File: src/rtl/mc_datapath_controller_param_pkg.sv
// Shared definitions for the parametrised multi-cycle datapath/controller:
// instruction field positions, opcodes, controller state encoding and
// a helper that tells which opcodes finish with a register write-back.
package mc_pkg;

  localparam int NREG    = 4;
  localparam int INSTR_W = 16;

  // Instruction word layout: op | rd | rs | imm
  localparam int OP_MSB  = 15;
  localparam int OP_LSB  = 12;
  localparam int RD_MSB  = 11;
  localparam int RD_LSB  = 10;
  localparam int RS_MSB  = 9;
  localparam int RS_LSB  = 8;
  localparam int IMM_MSB = 7;
  localparam int IMM_LSB = 0;

  // Opcodes; 0xA..0xE are unassigned and execute as NOP
  localparam logic [3:0] OP_NOP  = 4'h0;
  localparam logic [3:0] OP_LDI  = 4'h1;
  localparam logic [3:0] OP_ADD  = 4'h2;
  localparam logic [3:0] OP_SUB  = 4'h3;
  localparam logic [3:0] OP_AND  = 4'h4;
  localparam logic [3:0] OP_OR   = 4'h5;
  localparam logic [3:0] OP_MOV  = 4'h6;
  localparam logic [3:0] OP_JMP  = 4'h7;
  localparam logic [3:0] OP_BZ   = 4'h8;
  localparam logic [3:0] OP_DEC  = 4'h9;
  localparam logic [3:0] OP_HALT = 4'hF;

  // Controller states
  localparam logic [2:0] S_IDLE   = 3'd0;
  localparam logic [2:0] S_FETCH  = 3'd1;
  localparam logic [2:0] S_DECODE = 3'd2;
  localparam logic [2:0] S_EXEC   = 3'd3;
  localparam logic [2:0] S_WB     = 3'd4;
  localparam logic [2:0] S_HALT   = 3'd5;

  // True for opcodes whose result is written to rd in the WB state
  function automatic logic isWbClass(input logic [3:0] op);
    return (op == OP_LDI) || (op == OP_ADD) || (op == OP_SUB) ||
           (op == OP_AND) || (op == OP_OR)  || (op == OP_MOV) ||
           (op == OP_DEC);
  endfunction

endpackage

File: src/rtl/mc_datapath_controller_param_if.sv
// Control/program-load/debug bundle of the lab processor top. The master
// side (bench or surrounding system) drives run/step and program writes;
// the slave side (the processor) returns register and status views.
interface mc_datapath_controller_param_if
  import mc_pkg::*;
#(
  parameter int DATA_W = 8,
  parameter int PC_W   = 4
);

  logic                  i_run;
  logic                  i_step;
  logic                  i_prog_we;
  logic [PC_W-1:0]       i_prog_addr;
  logic [INSTR_W-1:0]    i_prog_data;

  logic [4*DATA_W-1:0]   o_regs_flat;
  logic [PC_W-1:0]       o_pc;
  logic                  o_busy;
  logic                  o_halted;
  logic                  o_instr_done;

  modport master (
    output i_run, i_step, i_prog_we, i_prog_addr, i_prog_data,
    input  o_regs_flat, o_pc, o_busy, o_halted, o_instr_done
  );

  modport slave (
    input  i_run, i_step, i_prog_we, i_prog_addr, i_prog_data,
    output o_regs_flat, o_pc, o_busy, o_halted, o_instr_done
  );

endinterface

File: src/rtl/mc_datapath_controller_param_alu.sv
// Combinational ALU of the multi-cycle datapath. All arithmetic wraps
// modulo 2^DATA_W; is_zero reflects operand A for the BZ branch test.
module mc_alu
  import mc_pkg::*;
#(
  parameter int DATA_W = 8
) (
  input  logic [3:0]        i_op,
  input  logic [DATA_W-1:0] i_a,
  input  logic [DATA_W-1:0] i_b,
  input  logic [DATA_W-1:0] i_imm,
  output logic [DATA_W-1:0] o_result,
  output logic              o_isZero
);

  // Result select; opcodes without a register result pass A through
  always_comb begin
    o_result = i_a;
    case (i_op)
      OP_NOP: o_result = i_a;
      OP_LDI: o_result = i_imm;
      OP_ADD: o_result = i_a + i_b;
      OP_SUB: o_result = i_a - i_b;
      OP_AND: o_result = i_a & i_b;
      OP_OR:  o_result = i_a | i_b;
      OP_MOV: o_result = i_b;
      OP_DEC: o_result = i_a - DATA_W'(1);
      default: o_result = i_a;
    endcase
  end

  assign o_isZero = (i_a == '0);

endmodule

File: src/rtl/mc_datapath_controller_param.sv
// Parametrised multi-cycle processor top: controller FSM, 4-entry register
// file, IR/A/B/ALUOut staging registers and a writable instruction memory.
// Instructions run FETCH -> DECODE -> EXEC [-> WB]; HALT parks for good.
module mc_datapath_controller_param
  import mc_pkg::*;
#(
  parameter int DATA_W     = 8,
  parameter int IMEM_DEPTH = 16
) (
  input  logic                           clk,
  input  logic                           rst_n,
  mc_datapath_controller_param_if.slave  bus
);

  localparam int PC_W = $clog2(IMEM_DEPTH);

  logic [2:0]          r_state;
  logic [PC_W-1:0]     r_pc;
  logic [INSTR_W-1:0]  r_ir;
  logic [DATA_W-1:0]   r_a;
  logic [DATA_W-1:0]   r_b;
  logic [DATA_W-1:0]   r_aluOut;
  logic [DATA_W-1:0]   r_regs [NREG];
  logic [INSTR_W-1:0]  r_imem [IMEM_DEPTH];
  logic                r_step;
  logic                r_done;

  logic [3:0]          w_op;
  logic [1:0]          w_rd;
  logic [1:0]          w_rs;
  logic [7:0]          w_imm8;
  logic [DATA_W-1:0]   w_imm;
  logic [PC_W-1:0]     w_target;
  logic [DATA_W-1:0]   w_aluResult;
  logic                w_isZero;
  logic                w_continue;
  logic                w_progWe;
  logic                w_taken;

  assign w_op     = r_ir[OP_MSB:OP_LSB];
  assign w_rd     = r_ir[RD_MSB:RD_LSB];
  assign w_rs     = r_ir[RS_MSB:RS_LSB];
  assign w_imm8   = r_ir[IMM_MSB:IMM_LSB];
  assign w_imm    = DATA_W'(w_imm8);
  assign w_target = r_ir[IMM_LSB +: PC_W];

  // After a retire keep going only when running freely, not single-stepping
  assign w_continue = bus.i_run && !r_step;

  // Program writes are only accepted while no instruction is in flight
  assign w_progWe = bus.i_prog_we && ((r_state == S_IDLE) || (r_state == S_HALT));

  // JMP always redirects; BZ redirects only when R[rd] was zero
  assign w_taken = (w_op == OP_JMP) || ((w_op == OP_BZ) && w_isZero);

  mc_alu #(.DATA_W(DATA_W)) u_alu (
    .i_op     (w_op),
    .i_a      (r_a),
    .i_b      (r_b),
    .i_imm    (w_imm),
    .o_result (w_aluResult),
    .o_isZero (w_isZero)
  );

  // Controller FSM with pc, IR, operand/result staging and retire strobe
  always_ff @(posedge clk or negedge rst_n) begin
    if (!rst_n) begin
      r_state  <= S_IDLE;
      r_pc     <= '0;
      r_ir     <= '0;
      r_a      <= '0;
      r_b      <= '0;
      r_aluOut <= '0;
      r_step   <= 1'b0;
      r_done   <= 1'b0;
    end else begin
      r_done <= 1'b0;
      case (r_state)
        S_IDLE: begin
          if (bus.i_run) begin
            r_state <= S_FETCH;
            r_step  <= 1'b0;
          end else if (bus.i_step) begin
            r_state <= S_FETCH;
            r_step  <= 1'b1;
          end
        end
        S_FETCH: begin
          r_ir    <= r_imem[r_pc];
          r_pc    <= r_pc + PC_W'(1);
          r_state <= S_DECODE;
        end
        S_DECODE: begin
          r_a     <= r_regs[w_rd];
          r_b     <= r_regs[w_rs];
          r_state <= (w_op == OP_HALT) ? S_HALT : S_EXEC;
        end
        S_EXEC: begin
          r_aluOut <= w_aluResult;
          if (isWbClass(w_op)) begin
            r_state <= S_WB;
          end else begin
            if (w_taken) begin
              r_pc <= w_target;
            end
            r_done <= 1'b1;
            if (w_continue) begin
              r_state <= S_FETCH;
            end else begin
              r_state <= S_IDLE;
              r_step  <= 1'b0;
            end
          end
        end
        S_WB: begin
          r_done <= 1'b1;
          if (w_continue) begin
            r_state <= S_FETCH;
          end else begin
            r_state <= S_IDLE;
            r_step  <= 1'b0;
          end
        end
        S_HALT: begin
          r_state <= S_HALT;
        end
        default: begin
          r_state <= S_IDLE;
        end
      endcase
    end
  end

  // Register file: written only in WB, on the same edge as the retire strobe
  always_ff @(posedge clk or negedge rst_n) begin
    if (!rst_n) begin
      for (int i = 0; i < NREG; i++) begin
        r_regs[i] <= '0;
      end
    end else if (r_state == S_WB) begin
      r_regs[w_rd] <= r_aluOut;
    end
  end

  // Instruction memory keeps its contents across reset
  always_ff @(posedge clk) begin
    if (w_progWe) begin
      r_imem[bus.i_prog_addr] <= bus.i_prog_data;
    end
  end

  assign bus.o_regs_flat  = {r_regs[3], r_regs[2], r_regs[1], r_regs[0]};
  assign bus.o_pc         = r_pc;
  assign bus.o_busy       = (r_state == S_FETCH) || (r_state == S_DECODE) ||
                            (r_state == S_EXEC)  || (r_state == S_WB);
  assign bus.o_halted     = (r_state == S_HALT);
  assign bus.o_instr_done = r_done;

endmodule

File: src/flat_wrapper.sv
// flat-port wrapper written by rule: the top's interface ports become plain ports
module mc_datapath_controller_param_flat import mc_pkg::*;
#(
  parameter int DATA_W     = 8,
  parameter int IMEM_DEPTH = 16
)
  (clk, rst_n, bus_i_run, bus_i_step, bus_i_prog_we, bus_i_prog_addr, bus_i_prog_data, bus_o_regs_flat, bus_o_pc, bus_o_busy, bus_o_halted, bus_o_instr_done);
  mc_datapath_controller_param_if #(.DATA_W(DATA_W), .PC_W(4)) bus_i ();
  input  logic clk;
  input  logic rst_n;
  input wire logic [$bits(bus_i.i_run)-1:0] bus_i_run;
  input wire logic [$bits(bus_i.i_step)-1:0] bus_i_step;
  input wire logic [$bits(bus_i.i_prog_we)-1:0] bus_i_prog_we;
  input wire logic [$bits(bus_i.i_prog_addr)-1:0] bus_i_prog_addr;
  input wire logic [$bits(bus_i.i_prog_data)-1:0] bus_i_prog_data;
  output wire logic [$bits(bus_i.o_regs_flat)-1:0] bus_o_regs_flat;
  output wire logic [$bits(bus_i.o_pc)-1:0] bus_o_pc;
  output wire logic [$bits(bus_i.o_busy)-1:0] bus_o_busy;
  output wire logic [$bits(bus_i.o_halted)-1:0] bus_o_halted;
  output wire logic [$bits(bus_i.o_instr_done)-1:0] bus_o_instr_done;
  assign bus_i.i_run = bus_i_run;
  assign bus_i.i_step = bus_i_step;
  assign bus_i.i_prog_we = bus_i_prog_we;
  assign bus_i.i_prog_addr = bus_i_prog_addr;
  assign bus_i.i_prog_data = bus_i_prog_data;
  assign bus_o_regs_flat = bus_i.o_regs_flat;
  assign bus_o_pc = bus_i.o_pc;
  assign bus_o_busy = bus_i.o_busy;
  assign bus_o_halted = bus_i.o_halted;
  assign bus_o_instr_done = bus_i.o_instr_done;
  mc_datapath_controller_param #(.DATA_W(DATA_W), .IMEM_DEPTH(IMEM_DEPTH)) u_core (.clk(clk), .rst_n(rst_n), .bus(bus_i));
endmodule
File: config.mk
export PLATFORM = sky130hd
export DESIGN_NAME = mc_datapath_controller_param_flat
export DESIGN_NICKNAME = d
export VERILOG_FILES = /design/src/rtl/mc_datapath_controller_param_pkg.sv /design/src/rtl/mc_datapath_controller_param_if.sv /design/src/rtl/mc_datapath_controller_param_alu.sv /design/src/rtl/mc_datapath_controller_param.sv /design/src/flat_wrapper.sv
export SDC_FILE = /design/constraint.sdc
export NUM_CORES = 1
export LEC_CHECK = 0
export ABC_AREA = 0
export CORE_MARGIN = 4
export CORE_UTILIZATION = 55
export DETAILED_ROUTE_END_ITERATION = 7
export GPL_TIMING_DRIVEN = 0
export PLACE_DENSITY_LB_ADDON = 0.08
export SLEW_MARGIN = 25
export SYNTH_ARGS = -nofsm -noshare
export SYNTH_HDL_FRONTEND = slang
export SYNTH_HIERARCHICAL = 1
export SYNTH_SLANG_ARGS = --single-unit
export TNS_END_PERCENT = 10
File: constraint.sdc
create_clock -name clk -period 5.6 [get_ports clk]
set_input_delay 0.84 -clock clk [delete_from_list [all_inputs] [get_ports clk]]
set_output_delay 0.84 -clock clk [all_outputs]
set_load 0.05 [all_outputs]
==> results.json <==
{
  "layout_common_cells": "edfxtp_1, mux2_2, dfrtp_1",
  "grt_pass1_wl_um": 52700,
  "antenna_left": 0,
  "insertion_delay_ns": 0.52,
  "final_common_cell": "edfxtp_1",
  "post_cts_buffers": 0,
  "hold_viol": 0,
  "p_switching_mw": 3.35,
  "cts_tree": "yes",
  "synthArstFlopShare_pct": 24.0,
  "synth_cells": 861,
  "crit_path_end_kind": "primary output",
  "areaGrowthSynthToFinish_pct": 17.3,
  "yosys.area.top_type": "edfxtp_1",
  "cts_root_buffer": "clkbuf_16",
  "critPathKind": "flip-flop to primary output",
  "stdcell_count": 1343,
  "hold_class": "primary input to asynchronous set/reset pin",
  "outcome": "completed",
  "p_per_area_nw_per_um2": 543,
  "required_ns": 4.76,
  "final_core_util_pct": 65.5,
  "dr.pass1.iters": 6,
  "cts-resized-gates": 0,
  "core_um2": 26100,
  "synth.area.top_cells": "edfxtp_1, dfrtp_1, mux4_2",
  "internal_power_mw": 5.92,
  "initial_utilization_pct": 55.8,
  "syn_area_um2": 14600,
  "swShare_pct": 36.1,
  "peakVddDrop_mv": 0.796,
  "rsz0062_at_grt": "no",
  "startpoint": "u_core/r_state[1]",
  "min_period_ns": 3.49,
  "max_slew_margin_pct": 36.5,
  "vias_per_cell": 6.27,
  "setup_viol": 0,
  "ctsHoldBuffers": 0,
  "antenna_found_initial": 0,
  "seqPwrFrac_pct": 34.2,
  "numCtsBuffers": 37,
  "p_comb_share_pct": 39.9,
  "period_share_pct": 62.3,
  "wire_per_inst_um": 25.9,
  "slowest_stage": "clkdlybuf4s50_1",
  "setup_tns_ns": 0,
  "wirelength_um": 34800,
  "synth-seq-cells": 337,
  "cts.sink_count": 337,
  "synth.avg_cell_area_um2": 16.9,
  "arrival_ns": 2.65,
  "fmax_mhz": 287,
  "die_y_um": 171,
  "gp_congestion": 0.880,
  "htreeDepth": 2,
  "clk_pin_slew_worst_paths_ns": 0.06,
  "drc_errors": 0,
  "vias": 8414,
  "gr-total-overflow": 0,
  "num_antenna_cells": 0,
  "ys.flop_type": "edfxtp_1",
  "tightest_slew_ns": 0.953,
  "yosysSeqAreaShare_pct": 66.8,
  "die_x_um": 171,
  "die_area_um2": 29100,
  "drt_iter0_drc": 611,
  "ys_warn_count": 6,
  "yosysUniqueCellTypes": 69,
  "drive_above_1_share_pct": 25.7,
  "netlist.area_leader.share_pct": 52.8,
  "drv_slew": 0,
  "clk_path_buf_depth": 3,
  "rows": 59,
  "path_cells": "clkbuf_1 -> nor2_1 -> xnor2_1 -> clkdlybuf4s50_1",
  "syn-num-nets": 897,
  "clkPwrFrac_pct": 25.8,
  "critPathMaxStageDelay_ns": 0.82,
  "synth-edff-count": 256,
  "reg2reg_from": "u_core/r_ir[15]",
  "crit_path_start_kind": "flip-flop",
  "grtUsageTotal_pct": 24.3,
  "drv_cap": 0,
  "grt_max_degree": 45,
  "cp_top_family": "buffers and inverters",
  "leakagePower_nw": 6.14,
  "hpwl_um": 24000,
  "portBuffers": 63,
  "crit_path_max_fanout": 10,
  "fillers": 1804,
  "grt_pass1_vias": 8601,
  "finClkSkew_ns": 0.0144,
  "dp_cells": 1275,
  "io_pins": 64,
  "path_buf_inv": 2,
  "finalNetCount": 1015
}
## path summary, 6_finish.rpt
| check | endpoint | slack, ns | cells after the start |
|---|---|---|---|
| max | bus_o_busy | 2.11 | 4 |
| min | u_core/bus.o_regs_flat[12] | 0.34 | 1 |
| min in group clk | u_core/r_ir[0] | 0.54 | 2 |
| min reg2reg | u_core/r_ir[0] | 0.54 | 2 |
| max in group asynchronous | u_core/r_ir[8] | 4.63 | 2 |
| max reg2reg | u_core/r_aluOut[6] | 2.26 | 14 |
## registers in the layout, summed over array words and instances (netlist names)
register / count
u_core/r_imem: 256
u_core/bus.o_regs_flat: 32
u_core/r_ir: 16
u_core/r_a: 8
u_core/r_aluOut: 8
u_core/r_b: 8
u_core/bus.o_pc: 4
u_core/r_state: 3
u_core/bus.o_instr_done: 1
u_core/r_step: 1
## final cells by class
cell class              count  area [µm²]  share of cell area, %
repair buffers             79         798                   4.68
well taps                 335         419                   2.45
multi-input cells         461        4600                   27.0
plain buffers              50         259                   1.52
clock inverters            10         144                  0.843
clock buffers              58        1090                   6.36
inverters                  13        48.8                  0.286
flip-flops and latches    337        9710                   56.9
## kinds of logic after synthesis
family	after synthesis	synth area share (%)
AOI/OAI and AO/OA	123	6.53
xor gates and xnor gates	12	0.722
adders and majority gates	11	0.997
buffers and inverters	63	2.12
DFF	337	66.8
muxes	187	18.0
and+or+nand+nor	128	4.90
## cell usage after synthesis, drive strengths merged (3+ instances only)
| cell type | instances |
|---|---|
| a221oi | 17 |
| mux2i | 51 |
| inv | 13 |
| nand3 | 4 |
| nor2 | 30 |
| o211ai | 19 |
| a22oi | 5 |
| o221ai | 16 |
| xnor2 | 7 |
| nor3 | 10 |
| o31a | 4 |
| o21ai | 13 |
| nand2 | 37 |
| edfxtp | 256 |
| nor3b | 4 |
| nand3b | 5 |
| o311ai | 3 |
| a21oi | 15 |
| buf | 27 |
| ha | 10 |
| a211oi | 3 |
| xor2 | 5 |
| a31oi | 3 |
| nand2b | 11 |
| clkbuf | 23 |
| a21o | 4 |
| mux2 | 85 |
| mux4 | 51 |
| nor2b | 7 |
| dfrtp | 81 |
## routing by layer
metal  track usage [%]  up-vias  part of all wire, %
li1                  -     3694                    -
met1              31.6     4382                   39
met2              42.1      282                   52
met3              3.95       56                  5.8
met4              7.99        0                  3.2
met5                 0        -                    0
## power groups by stage
| stage | registers (mW) | logic, mW | clock network [mW] |
|---|---|---|---|
| floorplan | 3.34 | 2.43 | 0 |
| global placement | 3.21 | 3.57 | 0 |
| detailed placement | 3.22 | 3.66 | 0 |
| CTS | 3.17 | 3.68 | 2.45 |
| global route | 3.20 | 3.94 | 2.56 |
| finish | 3.17 | 3.70 | 2.39 |
## stage by stage
stage | hold slack (ns) | area [µm²] | power, mW | worst slack [ns]
CTS | 0.341 | 17100 | 9.30 | 2.11
floorplan | 0.463 | 14600 | 5.77 | 2.51
global placement | 0.525 | 15600 | 6.78 | 0.447
detailed placement | 0.523 | 15800 | 6.88 | 2.11
global route | 0.375 | 17100 | 9.71 | 1.99
finish | 0.338 | 17100 | 9.26 | 2.11
(Power assumes the default switching activity.)
